### config.mk
export PLATFORM = sky130hd
export DESIGN_NAME = serial_add_ctrl_flat
export DESIGN_NICKNAME = d
export VERILOG_FILES = /design/src/rtl/serial_add_ctrl_if.sv /design/src/rtl/serial_add_ctrl.sv /design/src/flat_wrapper.sv
export SDC_FILE = /design/constraint.sdc
export NUM_CORES = 1
export LEC_CHECK = 0
export ABC_AREA = 1
export ABC_CLOCK_PERIOD_IN_PS = 1800
export CORE_MARGIN = 1
export CORE_UTILIZATION = 50
export DETAILED_ROUTE_END_ITERATION = 12
export PLACE_DENSITY = 0.77
export SLEW_MARGIN = 20
export SYNTH_ARGS = -nofsm -noshare
export SYNTH_HDL_FRONTEND = slang
export SYNTH_SLANG_ARGS = --single-unit
export TNS_END_PERCENT = 5
### constraint.sdc
create_clock -name clk -period 1.8 [get_ports clk]
set_input_delay 0.36 -clock clk [delete_from_list [all_inputs] [get_ports clk]]
set_output_delay 0.36 -clock clk [all_outputs]
set_load 0.02 [all_outputs]
### src/rtl/serial_add_ctrl_if.sv
// Request/result bundle for the bit-serial adder controller.
// The requester drives the master side; the controller takes the slave side.
interface serial_add_ctrl_if #(
  parameter int WIDTH = 8
);
  logic             start;
  logic             sub;
  logic [WIDTH-1:0] A;
  logic [WIDTH-1:0] B;
  logic             Cin;
  logic             busy;
  logic             done;
  logic [WIDTH-1:0] S;
  logic             Cout;
  logic             ovf;

  modport master (
    output start, sub, A, B, Cin,
    input  busy, done, S, Cout, ovf
  );

  modport slave (
    input  start, sub, A, B, Cin,
    output busy, done, S, Cout, ovf
  );
endinterface

### src/rtl/serial_add_ctrl.sv
// Bit-serial add/subtract controller: one full_adder cell is reused for
// WIDTH clocks, LSB first, with a start/done handshake toward the requester.
module full_adder (
  input  logic A,
  input  logic B,
  input  logic Cin,
  output logic S,
  output logic Cout
);
  assign S    = A ^ B ^ Cin;
  assign Cout = (A & B) | (Cin & (A ^ B));
endmodule

module serial_add_ctrl #(
  parameter int WIDTH = 8
) (
  input  logic             clk,
  input  logic             reset,
  serial_add_ctrl_if.slave bus
);
  localparam int CW = (WIDTH > 1) ? $clog2(WIDTH) : 1;
  localparam logic [CW-1:0] LAST = CW'(WIDTH - 1);

  typedef enum logic [1:0] {IDLE, RUN, DONE} state_t;

  state_t           state_q;
  logic [CW-1:0]    cnt_q;
  logic [WIDTH-1:0] a_q;
  logic [WIDTH-1:0] b_q;
  logic [WIDTH-1:0] s_q;
  logic             carry_q;
  logic             sub_q;
  logic             busy_q;
  logic             done_q;
  logic             cout_q;
  logic             ovf_q;

  logic             fa_s;
  logic             fa_co;

  // Subtraction feeds ~B through the same cell; the forced carry-in completes
  // the two's complement.
  full_adder u_fa (
    .A    (a_q[0]),
    .B    (b_q[0] ^ sub_q),
    .Cin  (carry_q),
    .S    (fa_s),
    .Cout (fa_co)
  );

  always_ff @(posedge clk or posedge reset) begin
    if (reset) begin
      state_q <= IDLE;
      cnt_q   <= '0;
      a_q     <= '0;
      b_q     <= '0;
      s_q     <= '0;
      carry_q <= 1'b0;
      sub_q   <= 1'b0;
      busy_q  <= 1'b0;
      done_q  <= 1'b0;
      cout_q  <= 1'b0;
      ovf_q   <= 1'b0;
    end else begin
      case (state_q)
        IDLE: begin
          done_q <= 1'b0;
          if (bus.start) begin
            a_q     <= bus.A;
            b_q     <= bus.B;
            sub_q   <= bus.sub;
            carry_q <= bus.sub ? 1'b1 : bus.Cin;
            cnt_q   <= '0;
            s_q     <= '0;
            busy_q  <= 1'b1;
            state_q <= RUN;
          end
        end
        RUN: begin
          s_q     <= {fa_s, s_q[WIDTH-1:1]};
          a_q     <= {1'b0, a_q[WIDTH-1:1]};
          b_q     <= {1'b0, b_q[WIDTH-1:1]};
          carry_q <= fa_co;
          cnt_q   <= cnt_q + CW'(1);
          // carry_q here is the carry into the MSB, so ovf compares it with the MSB carry-out.
          if (cnt_q == LAST) begin
            cout_q  <= fa_co;
            ovf_q   <= carry_q ^ fa_co;
            busy_q  <= 1'b0;
            done_q  <= 1'b1;
            state_q <= DONE;
          end
        end
        DONE: begin
          done_q  <= 1'b0;
          state_q <= IDLE;
        end
        default: begin
          busy_q  <= 1'b0;
          done_q  <= 1'b0;
          state_q <= IDLE;
        end
      endcase
    end
  end

  assign bus.busy = busy_q;
  assign bus.done = done_q;
  assign bus.S    = s_q;
  assign bus.Cout = cout_q;
  assign bus.ovf  = ovf_q;
endmodule

### src/flat_wrapper.sv
// flat-port wrapper written by rule: the top's interface ports become plain ports
module serial_add_ctrl_flat 
#(
  parameter int WIDTH = 8
)
  (clk, reset, bus_start, bus_sub, bus_A, bus_B, bus_Cin, bus_busy, bus_done, bus_S, bus_Cout, bus_ovf);
  serial_add_ctrl_if #(.WIDTH(WIDTH)) bus_i ();
  input  logic clk;
  input  logic reset;
  input wire logic [$bits(bus_i.start)-1:0] bus_start;
  input wire logic [$bits(bus_i.sub)-1:0] bus_sub;
  input wire logic [$bits(bus_i.A)-1:0] bus_A;
  input wire logic [$bits(bus_i.B)-1:0] bus_B;
  input wire logic [$bits(bus_i.Cin)-1:0] bus_Cin;
  output wire logic [$bits(bus_i.busy)-1:0] bus_busy;
  output wire logic [$bits(bus_i.done)-1:0] bus_done;
  output wire logic [$bits(bus_i.S)-1:0] bus_S;
  output wire logic [$bits(bus_i.Cout)-1:0] bus_Cout;
  output wire logic [$bits(bus_i.ovf)-1:0] bus_ovf;
  assign bus_i.start = bus_start;
  assign bus_i.sub = bus_sub;
  assign bus_i.A = bus_A;
  assign bus_i.B = bus_B;
  assign bus_i.Cin = bus_Cin;
  assign bus_busy = bus_i.busy;
  assign bus_done = bus_i.done;
  assign bus_S = bus_i.S;
  assign bus_Cout = bus_i.Cout;
  assign bus_ovf = bus_i.ovf;
  serial_add_ctrl #(.WIDTH(WIDTH)) u_core (.clk(clk), .reset(reset), .bus(bus_i));
endmodule
# Yosys cells after proc, flatten, opt, wreduce, memory -nomap -nowiden
# Index checks and enable logic that the tools add are counted.
# W data, S select, Z words.
word_totals:
  ff_bits: 35
  latch_bits: 0
  ram_bits: 0
  rom_bits: 0
  inputBits: 21
  out_inout_bits: 12
  wordCells: 51
  memories: 0
classes:
  add_sub_neg: 1
  mul: 0
  n_div: 0
  magnitude_cmp: 0
  eq_ne: 5
  shifts: 0
  muxes: 19
  bitwise: 8
  reduce_logical: 7
ops:
  columns: ["op", "count"]
  rows:
  - ["$pmux W8 S2", 3]
  - ["$mux W8", 3]
  - ["$reduce_and A2 Y1", 4]
  - ["$mux W1", 6]
  - ["$pmux W3 S2", 1]
  - ["$mux W2", 2]
  - ["$pmux W2 S2", 1]
  - ["$xor A1 B1 Y1", 4]
  - ["$add A3 B1 Y3 const B", 1]
  - ["$eq A3 B3 Y1 const B", 1]
  - ["$mux W3", 1]
  - ["$pmux W1 S3", 1]
  - ["$reduce_and A3 Y1", 1]
  - ["$and A1 B1 Y1", 2]
  - ["$eq A2 B1 Y1 const B", 1]
  - ["$eq A2 B2 Y1 const B", 1]
  - ["$logic_not A2 Y1", 1]
  - ["$ne A2 B1 Y1 const B", 1]
  - ["$ne A2 B2 Y1 const B", 1]
  - ["$pmux W1 S2", 1]
  - ["$reduce_bool A2 Y1", 1]
  - ["$not A1 Y1", 1]
  - ["$or A1 B1 Y1", 1]

# Depth between registers and ports, before layout
depth:
  ltp_word: 5
  mapped_depth: 7
  depth_no_buf: 6

# By module
# A second synthesis with hierarchy kept.
hier_totals:
  cells_unflattened: 208
  hier_area_um2: 1666.6
by_module_without_submodules:
  columns: ["mod", "n_inst", "cells_each", "area_each_um2", "seq_area_each_um2"]
  rows:
  - ["serial_add_ctrl", 1, 207, 1646.6, 875.8]
  - ["full_adder", 1, 1, 20.0, 0.0]

# Worst setup path after synthesis
# Ideal clock, no wire load.
synth_timing:
  kind: "reg2reg"
  from: "reg u_core.b_q[0]"
  to: "reg u_core.ovf_q, in the netlist u_core.bus.ovf"
  setup_ns: 0.120
  t_arrival_ns: 1.208
  required_time_ns: 1.680
  setup_slack_ns: 0.471
  stages_incl_launch_ff: 6
  path_buffers: 0
  period_less_slack_ns: 1.329
  cell_sequence: "dfrtp_1 -> xor2_1 -> fa_1 -> xor2_1 -> nand2_1 -> nand2_1"
synth_between:
  elab_chain_len: 5
  elab_cells_between_ends: 6
  classes_between: "bitwise (6)"
synth_rtl:
  columns: ["element", "line", "source"]
  rows:
  - ["from (decl)", "serial_add_ctrl.sv:29", "logic [WIDTH-1:0] b_q;"]
  - ["from (signal assigned)", "serial_add_ctrl.sv:70", "b_q <= bus.B;"]
  - ["from (signal assigned)", "serial_add_ctrl.sv:82", "b_q <= {1'b0, b_q[WIDTH-1:1]};"]
  - ["$xor A1 B1 Y1 *", "serial_add_ctrl.sv:45", ".B (b_q[0] ^ sub_q),"]
  - ["$xor A1 B1 Y1", "serial_add_ctrl.sv:11", "assign Cout = (A & B) | (Cin & (A ^ B));"]
  - ["$and A1 B1 Y1", "serial_add_ctrl.sv:11", null]
  - ["$or A1 B1 Y1 *", "serial_add_ctrl.sv:11", null]
  - ["via u_core.fa_co", "serial_add_ctrl.sv:39", "logic fa_co;"]
  - ["$xor A1 B1 Y1 *", "serial_add_ctrl.sv:88", "ovf_q <= carry_q ^ fa_co;"]
  - ["to (signal assigned)", "serial_add_ctrl.sv:88", null]
  - ["to (decl)", "serial_add_ctrl.sv:36", "logic ovf_q;"]
# The timed path passes the listed nets; every way through them passes the cells marked *.
# A chain may end at the register's enable or synchronous reset.

# Final worst setup path
layout_timing:
  from: "reg u_core.s_q[4], in the netlist u_core.bus.S[4]"
  to: "out bus_S[4]"
layout_lines:
  columns: ["element", "line", "source"]
  rows:
  - ["from (decl)", "serial_add_ctrl.sv:30", "logic [WIDTH-1:0] s_q;"]
  - ["from (signal assigned)", "serial_add_ctrl.sv:80", "s_q <= {fa_s, s_q[WIDTH-1:1]};"]
  - ["to (decl)", "flat_wrapper.sv:17", "output wire logic [$bits(bus_i.S)-1:0] bus_S;"]
# No word-level cell between the ends.

==> results.py <==
metrics = {
    "outcome": {
        "outcome": "finished, final reports clean",
    },
    "logic_synthesis": {
        "ys_seq_area_share_pct": 50.9,
        "syn-num-nets": 235,
        "synth_cell_types": 20,
        "synth_top_cell_by_area": "dfrtp_1",
        "syn_area_sq_um": 1720,
        "synthCells": 211,
        "syn_avg_cell_area_sq_um": 8.15,
        "synthTopCellsByArea": "dfrtp_1 (51%), nand2_1 (13%), nand3_1 (8.1%)",
        "synth_top_area_share_pct": 50.9,
        "ys_warn_count": 0,
        "ys_seq_elements": 35,
    },
    "floorplanning": {
        "rows": 20,
        "fp.coreArea_sq_um": 3150,
        "initial_core_util_pct": 54.6,
        "die_h_um": 60.7,
        "dieWidth_um": 60.7,
        "fp.dieArea_sq_um": 3680,
        "ioPinCount": 33,
    },
    "worst_setup_path": {
        "crit_family": "buffers and inverters",
        "r2r_cells": 5,
        "r2r_end": "u_core.bus.ovf",
        "critical_path_buf_inv_count": 1,
        "cp.arrival_ps": 1350,
        "rrSetupSlack_ps": 380,
        "critPathMaxFanout": 3,
        "path_cells": "clkdlybuf4s50_1",
        "r2r-start": "u_core.b_q[0]",
        "worstSetupPathType": "reg -> out",
        "cp_data_required_time_ps": 1440,
        "start_kind": "register",
        "slowest_delay_ps": 620,
        "critPathCaptureType": "primary output",
        "slowest_stage": "clkdlybuf4s50_1",
    },
    "timing": {
        "skew_ps": 6.22,
        "timing.fmax_mhz": 585,
        "fin_tns_setup_ps": 0,
        "rsz0062_at_grt": "no",
        "post-route-min-period_ps": 1710,
        "worst_slack_ps": 90.6,
        "final_max_slew_viol_count": 0,
        "period_share_pct": 95.0,
        "hold_violations": 0,
        "maxSlewHeadroom_pct": 69.8,
        "tightest_slew_ps": 452,
        "finalSetupViolations": 0,
    },
    "clocking": {
        "worst_skew_pair.late_latency_ps": 340,
        "clockBufferDepth": 2,
        "cts_buffers": 5,
        "ctsHtreeMaxLevel": 2,
        "cts-root-buf": "clkbuf_4",
        "clk_pin_slew_ps": 100,
        "clkSinkCount": 35,
        "post_cts_buffers": 0,
        "cts_tree": "built",
        "cts_resized": 0,
        "cts_hold_buf": 0,
    },
    "place": {
        "portBuffers": 32,
        "place_ws_ps": 297,
        "hpwl_um": 2360,
        "dpl_cell_area_sq_um": 2080,
        "gp_congestion": 0.771,
    },
    "drt": {
        "initialDrtViolationCount": 50,
        "wl_met1_um": 1470,
        "routedWlPerCell_um": 11.4,
        "wl_um": 3320,
        "drt-pass1-iter-count": 4,
        "wl_met2_um": 1670,
        "post-route-drc-count": 0,
        "ant_nets": 0,
        "via_per_inst": 4.75,
        "top_layer_used": "met4",
        "dr_wl_met3_um": 100,
        "via_count": 1388,
    },
    "final_layout": {
        "num_antenna_cells": 0,
        "syn_to_final_growth_pct": 24.7,
        "nets": 271,
        "fin_util_pct": 68.1,
        "drive_above_1_share_pct": 10.5,
        "stdcell_area_sq_um": 2150,
        "final_common_cell": "nand2_1",
        "final_cell_mix": "nand2_1 (59), dfrtp_1 (35), clkdlybuf4s50_1 (32)",
    },
    "global_route": {
        "grt_max_degree": 36,
        "antenna_found_initial": 0,
        "grt_usage_pct": 22.0,
        "grt_pass1_vias": 1382,
        "grt_remaining_overflow": 0,
        "grt_pass1_wl_um": 5800,
    },
    "pwr": {
        "ir_drop_mv": 0.789,
        "p_leak_nw": 1.12,
        "p_per_area_nw_per_um2": 1660,
    },
    "hold_path": {
        "hold_path_class": "in -> async",
    },
    "flow_run": {
        "drv_cap": 0,
    },
}
==> worst max path at each step <==
stage	slack, ps	from	end	depth (start not counted)
2_1_floorplan	470	u_core.b_q[0]	u_core.bus.ovf	5
3_3_place_gp	310	bus_start	u_core.a_q[7]	6
3_5_place_dp	300	bus_start	u_core.b_q[7]	6
4_1_cts	80	u_core.bus.S[2]	bus_S[2]	1
5_1_grt	30	u_core.bus.S[2]	bus_S[2]	1
6_report	90	u_core.bus.S[4]	bus_S[4]	1
==> flip-flops by register name, indices dropped and copies added (netlist names) <==
name / cells
u_core.sub_q: 1
u_core.b_q: 8
u_core.carry_q: 1
u_core.bus.ovf: 1
u_core.state_q: 2
u_core.cnt_q: 3
u_core.a_q: 8
u_core.bus.Cout: 1
u_core.bus.busy: 1
u_core.bus.done: 1
u_core.bus.S: 8
==> per-stage QoR <==
| step | hold WS (ps) | power, mW | std cells |
|---|---|---|---|
| floorplan | 462 | 2.59 | 211 |
| global placement | 482 | 3.05 | 284 |
| CTS | 411 | 3.60 | 292 |
| global route | 439 | 3.90 | 292 |
| detailed placement | 485 | 3.11 | 284 |
| finish | 403 | 3.57 | 292 |
==> where the power goes <==
group / leakage, nW / switching, mW / total, mW / internal [mW]
Sequential: 0.433 / 0.245 / 1.39 / 1.15
Clock: 0.0386 / 0.260 / 0.490 / 0.230
Combinational: 0.646 / 0.969 / 1.68 / 0.714
Total: 1.12 / 1.47 / 3.57 / 2.09
==> per-layer routing <==
metal	vias to the layer above	track usage, %
met3	10	4.48
met4	0	9.74
met5	-	0
li1	715	-
met2	26	39.1
met1	637	25.6
==> layout make-up <==
cell class                      instances  area (sq um)
Tap cell                               44          55.1
Sequential cell                        35           876
Inverter                               31           116
Clock buffer                            8          68.8
Fill cell                             286          1010
Timing Repair Buffer                   38           378
Multi-Input combinational cell        136           652
==> Yosys cell counts (all sizes together) <==
cell and instances:
xor2 2, o21ai 13, clkbuf 1, inv 31, nand2 62, nand3 28
nor2 27, fa 1, dfrtp 35, buf 8, a21oi 1, ha 2
==> cells by family (layout without fill, tap and decap cells) <==
group           after synthesis  count (layout)  share of synthesized area [%]
xor+xnor                      2               2                           1.02
fa+ha+maj                     3               3                           2.62
compound gates               14              14                           5.38
flops                        35              35                           50.9
simple gates                117             117                           28.9
buf+inv                      40              77                           11.2
Power figures use the tool's default switching activity.
==> edit (config.mk and constraints unchanged) <==
Make the reset (`reset`) synchronous in one clocked block.
--- a/src/rtl/serial_add_ctrl.sv
+++ b/src/rtl/serial_add_ctrl.sv
@@ -50,3 +50,3 @@
 
-  always_ff @(posedge clk or posedge reset) begin
+  always_ff @(posedge clk) begin
     if (reset) begin
Formal check against the unedited RTL: differs if reset is asserted again (counterexample within 4 cycles, from zero or initial values and one cycle with reset high); with reset held inactive, the same outputs for 10 cycles.
==> edit against the unedited design <==
- the run now ends with design-rule violations left
- final cell count decreased by 7.2%
- count of clock-buffer cells in the layout fell by 1
- worst setup slack gained 35 ps
- utilization decreased by 1.8 points
- worst hold slack better by 71 ps
- wire length fell by 5.7%
- synthesized area decreased by 11%
- first-iteration DRC count is 6.0% lower
- sequential cell count unchanged
- final area decreased by 13%
Power is not compared: it rests on default switching activity, and its combinational part moved more than twofold at a synthesized area within 25%.
==> edit: results (changes against the unedited design) <==
syn_avg_cell_area_um2: 7.37  # -9.6%
met2_usage_pct: 35.4  # -3.7 points
placed_cells: 263  # -7.4%
remaining_drc_errors: 1  # +1
grt_max_degree: 26  # -28%
num_vias: 1370  # -1.3%
status: "complete, but fails checks"
synth-main-ff-cell: "dfxtp_1"
dpl.hpwl_um: 2100  # -11%
dpl-instance-area_um2: 1830  # -12%
synth_area_leaders: "dfxtp_1 (46%), nand2_1 (15%), nor2_1 (9.5%)"
period_needed_ps: 1670  # -35.2 ps
route.met2.wl_um: 1500  # -10%
use_met3_pct: 6.12  # +1.6 points
met3_wirelength_um: 162  # +62%
synth_common_cells: "nand2_1 (63), nor2_1 (39), dfxtp_1 (35)"
final_cells: 271  # -7.2%
p_seq_share_pct: 56.5
slew_headroom_pct: 66.9  # -2.9 points
dp_slack_ps: 135  # -162 ps
report.power.total_mw: 1.50
drt_iter0_markers: 47  # -6.0%
syn-num-nets: 232  # -1.3%
violations: "design-rule violations"
m1WireLength_um: 1420  # -2.9%
drt-wirelength-per-cell_um: 11.6  # +1.6%
hp-class: "reg -> reg"
post-cts-setup-buffers: 0  # unchanged
dr.pass1.iters: 8  # +4
grt_use_total_pct: 20.6  # -1.4 points
async_flop_share_pct: 0  # -100 points
place_congestion: 0.771  # about the same
ys_seq_area_share_pct: 45.7  # -5.2 points
layout-drive-gt1-share_pct: 6.67  # -3.8 points
grt_pass1_vias: 1219  # -12%
grt_pass1_wl_um: 5200  # -10%
edit: worst paths after layout:
kind	end	cells after the start	start	slack [ps]
worst min register to register	u_core.bus.S[0]	2	u_core.bus.S[0]	470
worst max register to register	u_core.bus.S[7]	6	u_core.state_q[1]	340
worst min-delay path	u_core.bus.S[0]	2	u_core.bus.S[0]	470
worst max-delay path	bus_S[1]	1	u_core.bus.S[1]	130
edit: cell type report:
class | instances | area, µm²
Clock buffer | 7 | 45.0
Multi-Input combinational cell | 154 | 712
Inverter | 9 | 38.8
Tap cell | 31 | 38.8
Timing Repair Buffer | 34 | 335
Sequential cell | 35 | 701
Fill cell | 269 | 953
Clock inverter | 1 | 5.00
edit: logic make-up (layout without fill, tap and decap cells):
logic type                 Yosys count  count (layout)  synth area share, %
and+or+nand+nor                    115             115                 30.9
adders and majority gates            3               3                 2.94
xor gates and xnor gates             2               2                 1.14
AOI/OAI and AO/OA                   34              34                 11.4
buffers and inverters               19              51                 7.91
DFF                                 35              35                 45.7
